===== src/rtl/uart_rx_deframer_pkg.sv =====
// Shared UART definitions: FSM state encodings, parity types, default widths and a vote helper.
package uart_rx_deframer_pkg;

  localparam int unsigned DEF_DATA_WIDTH = 8;
  localparam int unsigned DEF_PRESCALE_W = 6;

  typedef enum logic {
    PAR_EVEN = 1'b0,
    PAR_ODD  = 1'b1
  } par_type_e;

  typedef enum logic [2:0] {
    ST_IDLE   = 3'd0,
    ST_START  = 3'd1,
    ST_DATA   = 3'd2,
    ST_PARITY = 3'd3,
    ST_STOP   = 3'd4
  } uart_state_e;

  function automatic logic maj3(input logic a, input logic b, input logic c);
    return (a & b) | (a & c) | (b & c);
  endfunction

endpackage


===== src/rtl/uart_rx_deframer_sampler.sv =====
// Per-bit sample counter, three-point capture around mid-bit and 2-of-3 majority vote.
module uart_rx_deframer_sampler
  import uart_rx_deframer_pkg::*;
#(
  parameter int unsigned PRESCALE_W = DEF_PRESCALE_W
) (
  input  logic                  clk,
  input  logic                  rst,
  input  logic                  i_clear,
  input  logic                  i_run,
  input  logic                  i_rx,
  input  logic [PRESCALE_W-1:0] i_prescale,
  output logic                  o_bit_val_c,
  output logic                  o_bit_rdy_c,
  output logic                  o_bit_end_c
);

  logic [PRESCALE_W-1:0] r_smp_cnt;
  logic                  r_s0;
  logic                  r_s1;
  logic [PRESCALE_W-1:0] w_half;
  logic [PRESCALE_W-1:0] w_last;

  assign w_half = i_prescale >> 1;
  assign w_last = i_prescale - PRESCALE_W'(1);

  // Counter wraps at P-1 so every bit boundary restarts it from zero.
  always_ff @(posedge clk or negedge rst) begin
    if (!rst) begin
      r_smp_cnt <= '0;
      r_s0      <= 1'b1;
      r_s1      <= 1'b1;
    end else if (i_clear) begin
      r_smp_cnt <= '0;
    end else if (i_run) begin
      if (r_smp_cnt == w_last) r_smp_cnt <= '0;
      else                     r_smp_cnt <= r_smp_cnt + PRESCALE_W'(1);
      if (r_smp_cnt == w_half - PRESCALE_W'(1)) r_s0 <= i_rx;
      if (r_smp_cnt == w_half)                  r_s1 <= i_rx;
    end
  end

  // Third sample is the live line at P/2+1, so the vote resolves in that cycle.
  assign o_bit_val_c = maj3(r_s0, r_s1, i_rx);
  assign o_bit_rdy_c = i_run && (r_smp_cnt == w_half + PRESCALE_W'(1));
  assign o_bit_end_c = i_run && (r_smp_cnt == w_last);

endmodule


===== src/rtl/uart_rx_deframer.sv =====
// UART receive deframer: synchroniser, frame FSM, deserialiser, parity/stop checks, output pulses.
module uart_rx_deframer
  import uart_rx_deframer_pkg::*;
#(
  parameter int unsigned DATA_WIDTH = DEF_DATA_WIDTH,
  parameter int unsigned PRESCALE_W = DEF_PRESCALE_W
) (
  input  logic                  clk,
  input  logic                  rst,
  input  logic                  i_rx_in,
  input  logic [PRESCALE_W-1:0] i_prescale,
  input  logic                  i_par_en,
  input  logic                  i_par_typ,
  output logic [DATA_WIDTH-1:0] o_p_data,
  output logic                  o_data_valid,
  output logic                  o_par_err,
  output logic                  o_stp_err,
  output logic                  o_busy
);

  localparam int unsigned BCW = (DATA_WIDTH > 1) ? $clog2(DATA_WIDTH) : 1;

  uart_state_e           r_state, w_state_nxt;
  logic                  r_sync1, r_sync2;
  logic                  r_armed, w_armed_nxt;
  logic                  r_busy, w_busy_nxt;
  logic [BCW-1:0]        r_bit_cnt, w_bit_cnt_nxt;
  logic [DATA_WIDTH-1:0] r_shift, w_shift_nxt;
  logic                  r_par_bad, w_par_bad_nxt;
  logic [PRESCALE_W-1:0] r_prescale, w_prescale_nxt;
  logic                  r_par_en, w_par_en_nxt;
  logic                  r_par_typ, w_par_typ_nxt;
  logic [DATA_WIDTH-1:0] r_p_data, w_p_data_nxt;
  logic                  r_data_valid, w_data_valid_nxt;
  logic                  r_par_err, w_par_err_nxt;
  logic                  r_stp_err, w_stp_err_nxt;
  logic                  w_rx;
  logic                  w_start_det;
  logic                  w_bit_val, w_bit_rdy, w_bit_end;

  assign w_rx = r_sync2;

  uart_rx_deframer_sampler #(
    .PRESCALE_W (PRESCALE_W)
  ) u_sampler (
    .clk         (clk),
    .rst         (rst),
    .i_clear     (w_start_det),
    .i_run       (r_state != ST_IDLE),
    .i_rx        (w_rx),
    .i_prescale  (r_prescale),
    .o_bit_val_c (w_bit_val),
    .o_bit_rdy_c (w_bit_rdy),
    .o_bit_end_c (w_bit_end)
  );

  always_ff @(posedge clk or negedge rst) begin
    if (!rst) begin
      r_sync1      <= 1'b1;
      r_sync2      <= 1'b1;
      r_state      <= ST_IDLE;
      r_armed      <= 1'b0;
      r_busy       <= 1'b0;
      r_bit_cnt    <= '0;
      r_shift      <= '0;
      r_par_bad    <= 1'b0;
      r_prescale   <= '0;
      r_par_en     <= 1'b0;
      r_par_typ    <= 1'b0;
      r_p_data     <= '0;
      r_data_valid <= 1'b0;
      r_par_err    <= 1'b0;
      r_stp_err    <= 1'b0;
    end else begin
      r_sync1      <= i_rx_in;
      r_sync2      <= r_sync1;
      r_state      <= w_state_nxt;
      r_armed      <= w_armed_nxt;
      r_busy       <= w_busy_nxt;
      r_bit_cnt    <= w_bit_cnt_nxt;
      r_shift      <= w_shift_nxt;
      r_par_bad    <= w_par_bad_nxt;
      r_prescale   <= w_prescale_nxt;
      r_par_en     <= w_par_en_nxt;
      r_par_typ    <= w_par_typ_nxt;
      r_p_data     <= w_p_data_nxt;
      r_data_valid <= w_data_valid_nxt;
      r_par_err    <= w_par_err_nxt;
      r_stp_err    <= w_stp_err_nxt;
    end
  end

  always_comb begin
    w_state_nxt      = r_state;
    w_armed_nxt      = r_armed;
    w_busy_nxt       = r_busy;
    w_bit_cnt_nxt    = r_bit_cnt;
    w_shift_nxt      = r_shift;
    w_par_bad_nxt    = r_par_bad;
    w_prescale_nxt   = r_prescale;
    w_par_en_nxt     = r_par_en;
    w_par_typ_nxt    = r_par_typ;
    w_p_data_nxt     = r_p_data;
    w_data_valid_nxt = 1'b0;
    w_par_err_nxt    = 1'b0;
    w_stp_err_nxt    = 1'b0;
    w_start_det      = 1'b0;

    case (r_state)
      ST_IDLE: begin
        if (w_rx) w_armed_nxt = 1'b1;
        if (r_armed && !w_rx) begin
          w_start_det    = 1'b1;
          w_state_nxt    = ST_START;
          w_busy_nxt     = 1'b1;
          w_bit_cnt_nxt  = '0;
          w_par_bad_nxt  = 1'b0;
          w_prescale_nxt = i_prescale;
          w_par_en_nxt   = i_par_en;
          w_par_typ_nxt  = i_par_typ;
        end
      end
      ST_START: begin
        if (w_bit_rdy && w_bit_val) begin
          w_state_nxt = ST_IDLE;
          w_busy_nxt  = 1'b0;
        end else if (w_bit_end) begin
          w_state_nxt = ST_DATA;
        end
      end
      ST_DATA: begin
        if (w_bit_rdy) w_shift_nxt = {w_bit_val, r_shift[DATA_WIDTH-1:1]};
        if (w_bit_end) begin
          if (r_bit_cnt == BCW'(DATA_WIDTH - 1)) begin
            w_bit_cnt_nxt = '0;
            w_state_nxt   = r_par_en ? ST_PARITY : ST_STOP;
          end else begin
            w_bit_cnt_nxt = r_bit_cnt + BCW'(1);
          end
        end
      end
      ST_PARITY: begin
        if (w_bit_rdy) w_par_bad_nxt = w_bit_val ^ (^r_shift) ^ (r_par_typ == PAR_ODD);
        if (w_bit_end) w_state_nxt = ST_STOP;
      end
      ST_STOP: begin
        // Leave half a bit early so the next start edge is caught promptly.
        if (w_bit_rdy) begin
          w_state_nxt = ST_IDLE;
          w_busy_nxt  = 1'b0;
          if (!w_bit_val) begin
            w_stp_err_nxt = 1'b1;
            w_armed_nxt   = 1'b0;
          end else if (r_par_bad) begin
            w_par_err_nxt = 1'b1;
          end else begin
            w_data_valid_nxt = 1'b1;
            w_p_data_nxt     = r_shift;
          end
        end
      end
      default: begin
        w_state_nxt = ST_IDLE;
        w_busy_nxt  = 1'b0;
      end
    endcase
  end

  assign o_p_data     = r_p_data;
  assign o_data_valid = r_data_valid;
  assign o_par_err    = r_par_err;
  assign o_stp_err    = r_stp_err;
  assign o_busy       = r_busy;

endmodule

===== config.mk =====
export PLATFORM = sky130hd
export DESIGN_NAME = uart_rx_deframer
export DESIGN_NICKNAME = d
export VERILOG_FILES = /design/src/rtl/uart_rx_deframer_pkg.sv /design/src/rtl/uart_rx_deframer_sampler.sv /design/src/rtl/uart_rx_deframer.sv
export SDC_FILE = /design/constraint.sdc
export NUM_CORES = 1
export LEC_CHECK = 0
export ABC_AREA = 1
export BUFFER_PORTS_ARGS = -buffer_cell sky130_fd_sc_hd__buf_4
export CORE_ASPECT_RATIO = 0.6
export CORE_MARGIN = 3
export CORE_UTILIZATION = 45
export CTS_CLUSTER_DIAMETER = 150
export DETAILED_ROUTE_END_ITERATION = 10
export GPL_ROUTABILITY_DRIVEN = 0
export PLACE_DENSITY_LB_ADDON = 0.3
export SETUP_SLACK_MARGIN = 0.4
export SLEW_MARGIN = 15
export SYNTH_ARGS = -nofsm -noshare
export SYNTH_HDL_FRONTEND = slang
export SYNTH_SLANG_ARGS = --single-unit

===== constraint.sdc =====
create_clock -name clk -period 3.1 [get_ports clk]
set_input_delay 0.155 -clock clk [delete_from_list [all_inputs] [get_ports clk]]
set_output_delay 0.155 -clock clk [all_outputs]
set_load 0.02 [all_outputs]

==> flow_summary_export.csv, run 1 <==
group,metric,value,unit
routing,drc,0,
clock_tree,clockBufferDepth,2,
placement,hpwl,4010,µm
sta,period_share,70.4,%
sta,clock_skew,0.00639,ns
clock_tree,cts_buffers,5,
die,initial_core_util,49.1,%
cells_and_area,fill_cells,486,
cells_and_area,drive_gt1_share,21.2,%
pwr,switchingPower,0.00113,W
die,die_h,65.1,µm
cells_and_area,diodes,0,
sta,tightestPinTransition,0.801,ns
cells_and_area,post-route-util,55.5,%
sta,fin_tns_setup,0,ns
logic_synthesis,yosysTopAreaCell,"dfrtp_1",
grt,grt_pass1_wl,9180,µm
logic_synthesis,synth.avg_cell_area,8.33,µm²
pwr,power_leakage,1.45,nW
worst_setup_path,start_kind,"register",
clock_tree,ctsResizeCount,0,
grt,grt_pass1_vias,1864,
flow_run,max_cap_violations,0,
cells_and_area,synthToLayoutAreaGrowth,13.2,%
routing,via_count,2033,
worst_setup_path,path_class,"register to register",
worst_setup_path,r2r-end,"r_state[1]",
logic_synthesis,async_flop_share,100,%
grt,antenna_found_initial,0,
sta,slew_violations,0,
routing,antenna_left,0,
clock_tree,clock_sinks,46,
pwr,p_int,0.00142,W
die,coreArea,5330,µm²
pwr,clockPowerShare,17.5,%
grt,grt_max_degree,47,
routing,drtIter0Drc,150,
logic_synthesis,synth-seq-cells,46,
pwr,seqPwrFrac,36.9,%
clock_tree,cts.htree.levels,2,
pwr,pwr-share-comb,45.6,%
sta,relSlewSlack,46.5,%
worst_hold_path,min_path_type,"primary input to register",
worst_setup_path,worst_setup_path_end_kind,"register",
die,die_w,104,µm
cells_and_area,final_nets,356,
outcome,status,"complete, no violations",
sta,setup_violations,0,
logic_synthesis,synth_top_cell_area_share,40.2,%
worst_setup_path,critPathCapture,"r_state[1]",
worst_setup_path,crit_required,3.28,ns
logic_synthesis,ys_warn_count,0,
grt,grt_overflow,0,
worst_setup_path,ff2ff_setup_slack,0.92,ns
clock_tree,clkLatencyLatePin,0.30,ns
worst_setup_path,reg2reg_depth,15,
pwr,switching_share,44.4,%
die,rows,20,
logic_synthesis,synth.area.top_cells,"dfrtp_1 (40%), nand2_1 (12%), xnor2_1 (4.7%), o21ai_2 (4.4%), inv_1 (4.2%)",
die,num_io_pins,23,
logic_synthesis,ys_types,35,
grt,grt_usage,17.2,%
pwr,power.density,862,nW/µm²
sta,fmax,0.458,GHz
worst_setup_path,arrival,2.37,ns
routing,wl_per_cell,13.2,µm
logic_synthesis,synthFlopType,"dfrtp_1",
clock_tree,clockRootBuffer,"clkbuf_8",
sta,rsz0062_at_grt,"no",
logic_synthesis,netlist_instances,314,
logic_synthesis,post-synth-top-count-cell,"nand2_1",
routing,wirelength,5480,µm
logic_synthesis,synth_edf_count,0,
worst_setup_path,cp_max_fo,6,
sta,min_period,2.18,ns
sta,finalHoldViolCount,0,
routing,drt-pass1-iter-count,4,
logic_synthesis,syn_area,2620,µm²
die,fp.dieArea,6790,µm²
clock_tree,cts_tree,"yes",
logic_synthesis,seq_area_frac_synth,44.2,%
placement,portBuffers,22,
pwr,peakVddDrop,0.000291,V
logic_synthesis,synthTopCellsByCount,"nand2_1 (81), dfrtp_1 (42), inv_1 (29)",
worst_setup_path,crit_start,"r_prescale[2]",
worst_setup_path,reg2reg_from,"r_prescale[2]",
routing,drt-vias-per-instance,4.89,
clock_tree,clkTransAtPathRegs,0.09,ns
logic_synthesis,syn_nets,332,
[registers in the layout, summed over array words and instances (netlist names)]
register / count
r_par_typ: 1
u_sampler.r_smp_cnt: 6
u_sampler.r_s1: 1
r_shift: 8
r_par_en: 1
u_sampler.r_s0: 1
o_data_valid: 1
o_p_data: 8
r_sync2: 1
o_stp_err: 1
r_bit_cnt: 3
o_par_err: 1
r_state: 3
r_armed: 1
r_prescale: 6
r_sync1: 1
o_busy: 1
r_par_bad: 1
[logic make-up (layout without fill, tap and decap cells)]
kind of cell | after synthesis | in the layout | synth area share [%]
xor+xnor | 26 | 26 | 8.71
fa+ha+maj | 7 | 7 | 3.35
simple gates | 152 | 152 | 26.7
mux | 1 | 1 | 0.431
flops | 46 | 46 | 44.2
compound gates | 38 | 38 | 9.43
buf+inv | 44 | 69 | 7.13
[metal layers]
| layer | share of wire [%] | wire (µm) | GRT usage, % |
|---|---|---|---|
| met4 | 0.38 | 21 | 4.81 |
| met3 | 6.3 | 346 | 4.48 |
| met5 | 0 | 0 | 0 |
| met1 | 55 | 2990 | 27.4 |
| met2 | 39 | 2120 | 22.1 |
[power by group through the flow]
stage	Sequential, W	Clock, W	Combinational [W]
CTS	0.000934	0.000458	0.00115
detailed placement	0.000945	0	0.00114
finish	0.000941	0.000446	0.00116
floorplan	0.000877	0	0.000947
global route	0.000964	0.000481	0.00131
global placement	0.000940	0	0.00113
[worst min-delay path by stage]
stage	startpoint	end	slack [ns]	depth (start not counted)
global placement	rst	r_prescale[4]	0.20	1
detailed placement	rst	r_prescale[4]	0.21	1
finish	i_prescale[5]	r_prescale[5]	0.09	2
CTS	i_prescale[5]	r_prescale[5]	0.08	2
global route	i_prescale[5]	r_prescale[5]	0.08	2
floorplan	rst	o_busy	-0.14	0
[worst max-delay path, stage by stage, from the launching register on]
cell	delay, ns
dfrtp_1	0.49
inv_1	0.12
ha_1	0.31
inv_1	0.05
nand2_1	0.05
nand2_1	0.09
nor2_1	0.10
nand2_1	0.07
nor2_2	0.12
nand3_2	0.12
nand2_1	0.11
nand2_1	0.08
nand2_1	0.13
nand2_1	0.08
nand2_1	0.07
nand2_1	0.06
[per-stage QoR]
| stage | total power, W | setup slack [ns] | std cells | area [µm²] | hold WS (ns) |
|---|---|---|---|---|---|
| 6_report | 0.00255 | 0.917 | 416 | 2960 | 0.0890 |
| 3_5_place_dp | 0.00208 | 0.999 | 406 | 2830 | 0.206 |
| 5_1_grt | 0.00275 | 0.683 | 416 | 2960 | 0.0837 |
| 2_1_floorplan | 0.00182 | 1.29 | 314 | 2620 | -0.141 |
| 3_3_place_gp | 0.00207 | 1.07 | 406 | 2830 | 0.203 |
| 4_1_cts | 0.00254 | 0.941 | 416 | 2960 | 0.0820 |
[final cells by class]
class                           count  area, µm²  share of cell area (%)
Tap cell                           77       96.3                    3.26
Inverter                           37        139                    4.69
Multi-Input combinational cell    224       1270                    43.0
Timing Repair Buffer               24        185                    6.26
Clock inverter                      2       37.5                    1.27
Clock buffer                        6       72.6                    2.45
Sequential cell                    46       1160                    39.1
[what timing repair did]
| action | in CTS | in global routing |
|---|---|---|
| hold buffers | 2 | 0 |
| endpoints found under the hold margin | 43 | 0 |
| buffers inserted | 0 | 0 |
[layout by cell type (no fill, tap or decap), types with 3 or more instances in the layout]
cell,n
a21oi_1,10
buf_4,22
clkbuf_8,5
dfrtp_1,42
dfstp_2,4
ha_1,7
inv_1,29
inv_2,7
nand2_1,81
nand2_2,7
nand3_1,19
nand3b_1,3
nor2_1,23
nor2_2,4
nor3_1,4
o21ai_0,7
o21ai_1,4
o21ai_2,13
o22ai_1,3
xnor2_1,14
xor2_1,12
No activity file was read; power rests on OpenSTA's default activity.
==> run 2: changes to the inputs <==
==> constraint.sdc (replaced) <==
create_clock -name clk -period 2.2 [get_ports clk]
set_input_delay 0.11 -clock clk [delete_from_list [all_inputs] [get_ports clk]]
set_output_delay 0.11 -clock clk [all_outputs]
set_load 0.02 [all_outputs]
==> run 2 against run 1 <==
  * Sequential share of layout area down 3.8 points
  * Worst setup slack worse by 0.60 ns
  * Register-to-register slack worse by 0.60 ns
  * Cell area up 11%
  * Total power up 62%
  * Combinational power up 86%
  * Clock skew up 0.0010 ns
  * Worst hold slack worse by 0.050 ns
  * Clock-buffer cell count up 1
  * First-iteration DRC count up 6.7%
  * Critical path type unchanged
  * Highest routed layer unchanged
==> flow_summary_export.csv, run 2 (synthesis gave the netlist of run 1 again) <==
group,metric,value,unit
outcome,status,"complete, no violations",
placement,portBuffers,22,
sta,relSlewSlack,60.9,%
pwr,power_leakage,1.52,nW
die,initial_core_util,49.1,%
worst_hold_path,min_path_type,"primary input to register",
cells_and_area,synthToLayoutAreaGrowth,25.6,%
worst_setup_path,worst_setup_path_end_kind,"register",
cells_and_area,fill_cells,437,
pwr,power.density,1260,nW/µm²
cells_and_area,drive_gt1_share,33.3,%
grt,grt_pass1_vias,1914,
pwr,peakVddDrop,0.000535,V
worst_setup_path,ff2ff_setup_slack,0.31,ns
placement,placed_cell_area,2860,µm²
grt,grt_pass1_wl,9490,µm
die,coreArea,5330,µm²
worst_setup_path,arrival,2.06,ns
sta,tightestPinTransition,0.586,ns
routing,via_count,2145,
worst_setup_path,r2r-end,"o_busy",
placement,hpwl,4000,µm
worst_setup_path,reg2reg_from,"r_prescale[1]",
sta,fmax,0.530,GHz
worst_setup_path,crit_required,2.38,ns
grt,grt_max_degree,47,
routing,drt-pass1-iter-count,4,
cells_and_area,post-route-util,61.6,%
cells_and_area,diodes,0,
routing,wl_per_cell,13.7,µm
clock_tree,clkLatencyLatePin,0.30,ns
worst_setup_path,path_class,"register to register",
placement,post-place-ws,0.186,ns
flow_run,max_cap_violations,0,
die,num_io_pins,23,
die,rows,20,
clock_tree,clock_sinks,46,
cells_and_area,final_area,3280,µm²
grt,grt_usage,17.8,%
sta,setup_violations,0,
routing,wirelength,5840,µm
cells_and_area,final_nets,368,
worst_setup_path,start_kind,"register",
worst_hold_path,worstHoldStart,"i_prescale[5]",
routing,antenna_left,0,
grt,grt_overflow,0,
cells_and_area,most-common-layout-cells,"nand2_1 (65), dfrtp_1 (41), buf_4 (33)",
sta,slew_violations,0,
worst_setup_path,cp_max_fo,3,
clock_tree,clockBufferDepth,2,
cells_and_area,final_common_cell,"nand2_1",
routing,drtIter0Drc,160,
sta,clock_skew,0.00743,ns
die,fp.dieArea,6790,µm²
die,die_w,104,µm
clock_tree,clkTransAtPathRegs,0.09,ns
clock_tree,cts_tree,"yes",
grt,antenna_found_initial,0,
sta,finalHoldViolCount,0,
worst_setup_path,reg2reg_depth,14,
clock_tree,clockRootBuffer,"clkbuf_8",
sta,rsz0062_at_grt,"yes",
die,die_h,65.1,µm
routing,drt-vias-per-instance,5.01,
worst_hold_path,min_to,"r_prescale[5]",
clock_tree,cts.htree.levels,2,
sta,fin_ws,0.315,ns
worst_hold_path,hold_path_depth,2,
routing,drc,0,
sta,whs,0.0392,ns
sta,period_share,85.7,%
sta,fin_tns_setup,0,ns
sta,min_period,1.89,ns
clock_tree,cts_buffers,5,
run 2: cell types whose count changed in the layout (fill, tap and decap cells not counted), sizes merged:
| cell | previous run | this run |
|---|---|---|
| clkinvlp | 1 | 0 |
| buf | 22 | 33 |
| clkbuf | 6 | 7 |
| nand3 | 22 | 23 |
run 2: what timing repair did:
item / CTS / global route
gates resized for setup: 20 / 35
pin swaps: 9 / 18
gates cloned: 1 / 0
buffers inserted: 3 / 4
hold endpoints to repair: 43 / 0
endpoints found under the setup margin: 30 / 40
hold buffers: 2 / 0
run 2: cell type report:
cell class              instances  area (µm²)  share of cell area (%)
clock buffers                   7        86.3                    2.63
multi-input cells             225        1500                    45.7
inverters                      37         144                    4.38
repair buffers                 35         268                    8.16
flip-flops and latches         46        1160                    35.3
clock inverters                 1        30.0                   0.915
well taps                      77        96.3                    2.93
run 2: worst max-delay path by stage:
stage | startpoint | to | slack (ns) | cells past startpoint
2_1_floorplan | r_prescale[2] | r_shift[7] | 0.41 | 14
3_3_place_gp | r_prescale[1] | r_state[0] | 0.24 | 15
3_5_place_dp | r_prescale[1] | r_state[0] | 0.19 | 15
4_1_cts | r_prescale[2] | r_state[0] | 0.33 | 14
5_1_grt | r_prescale[1] | o_p_data[7] | 0.21 | 13
6_report | r_prescale[1] | o_busy | 0.31 | 14
run 2: per-stage QoR:
stage          cells  total power (W)
2_1_floorplan    314          0.00257
3_3_place_gp     410          0.00297
3_5_place_dp     410          0.00299
4_1_cts          424          0.00384
5_1_grt          428          0.00445
6_report         428          0.00413
run 2: routing by layer:
layer | routed length, µm | share of wire [%] | global-route usage, % | vias to the layer above
met2 | 2350 | 40 | 23.5 | 67
met5 | 0 | 0 | 0 | -
met3 | 508 | 8.7 | 5.77 | 5
met1 | 2960 | 51 | 27.7 | 1002
li1 | - | - | - | 1071
met4 | 31 | 0.53 | 3.48 | 0
run 2: worst max-delay path, cell delays in order, from the launching register on:
cell and delay (ns):
dfrtp_1 0.39, inv_2 0.09, ha_4 0.28, inv_2 0.04, nand2_2 0.07, nand2_4 0.07, nor2_4 0.08, nand2_2 0.07
nor2_4 0.15, nand2_4 0.09, nand2_4 0.09, buf_4 0.11, nand2_1 0.04, o21ai_1 0.14, nand2_1 0.07
run 2: report_power, final:
| group | internal (W) | switching (W) | total (W) | leakage (nW) |
|---|---|---|---|---|
| Clock | 0.000371 | 0.000283 | 0.000653 | 0.0585 |
| Sequential | 0.00105 | 0.000265 | 0.00132 | 0.589 |
| Combinational | 0.000831 | 0.00133 | 0.00216 | 0.871 |
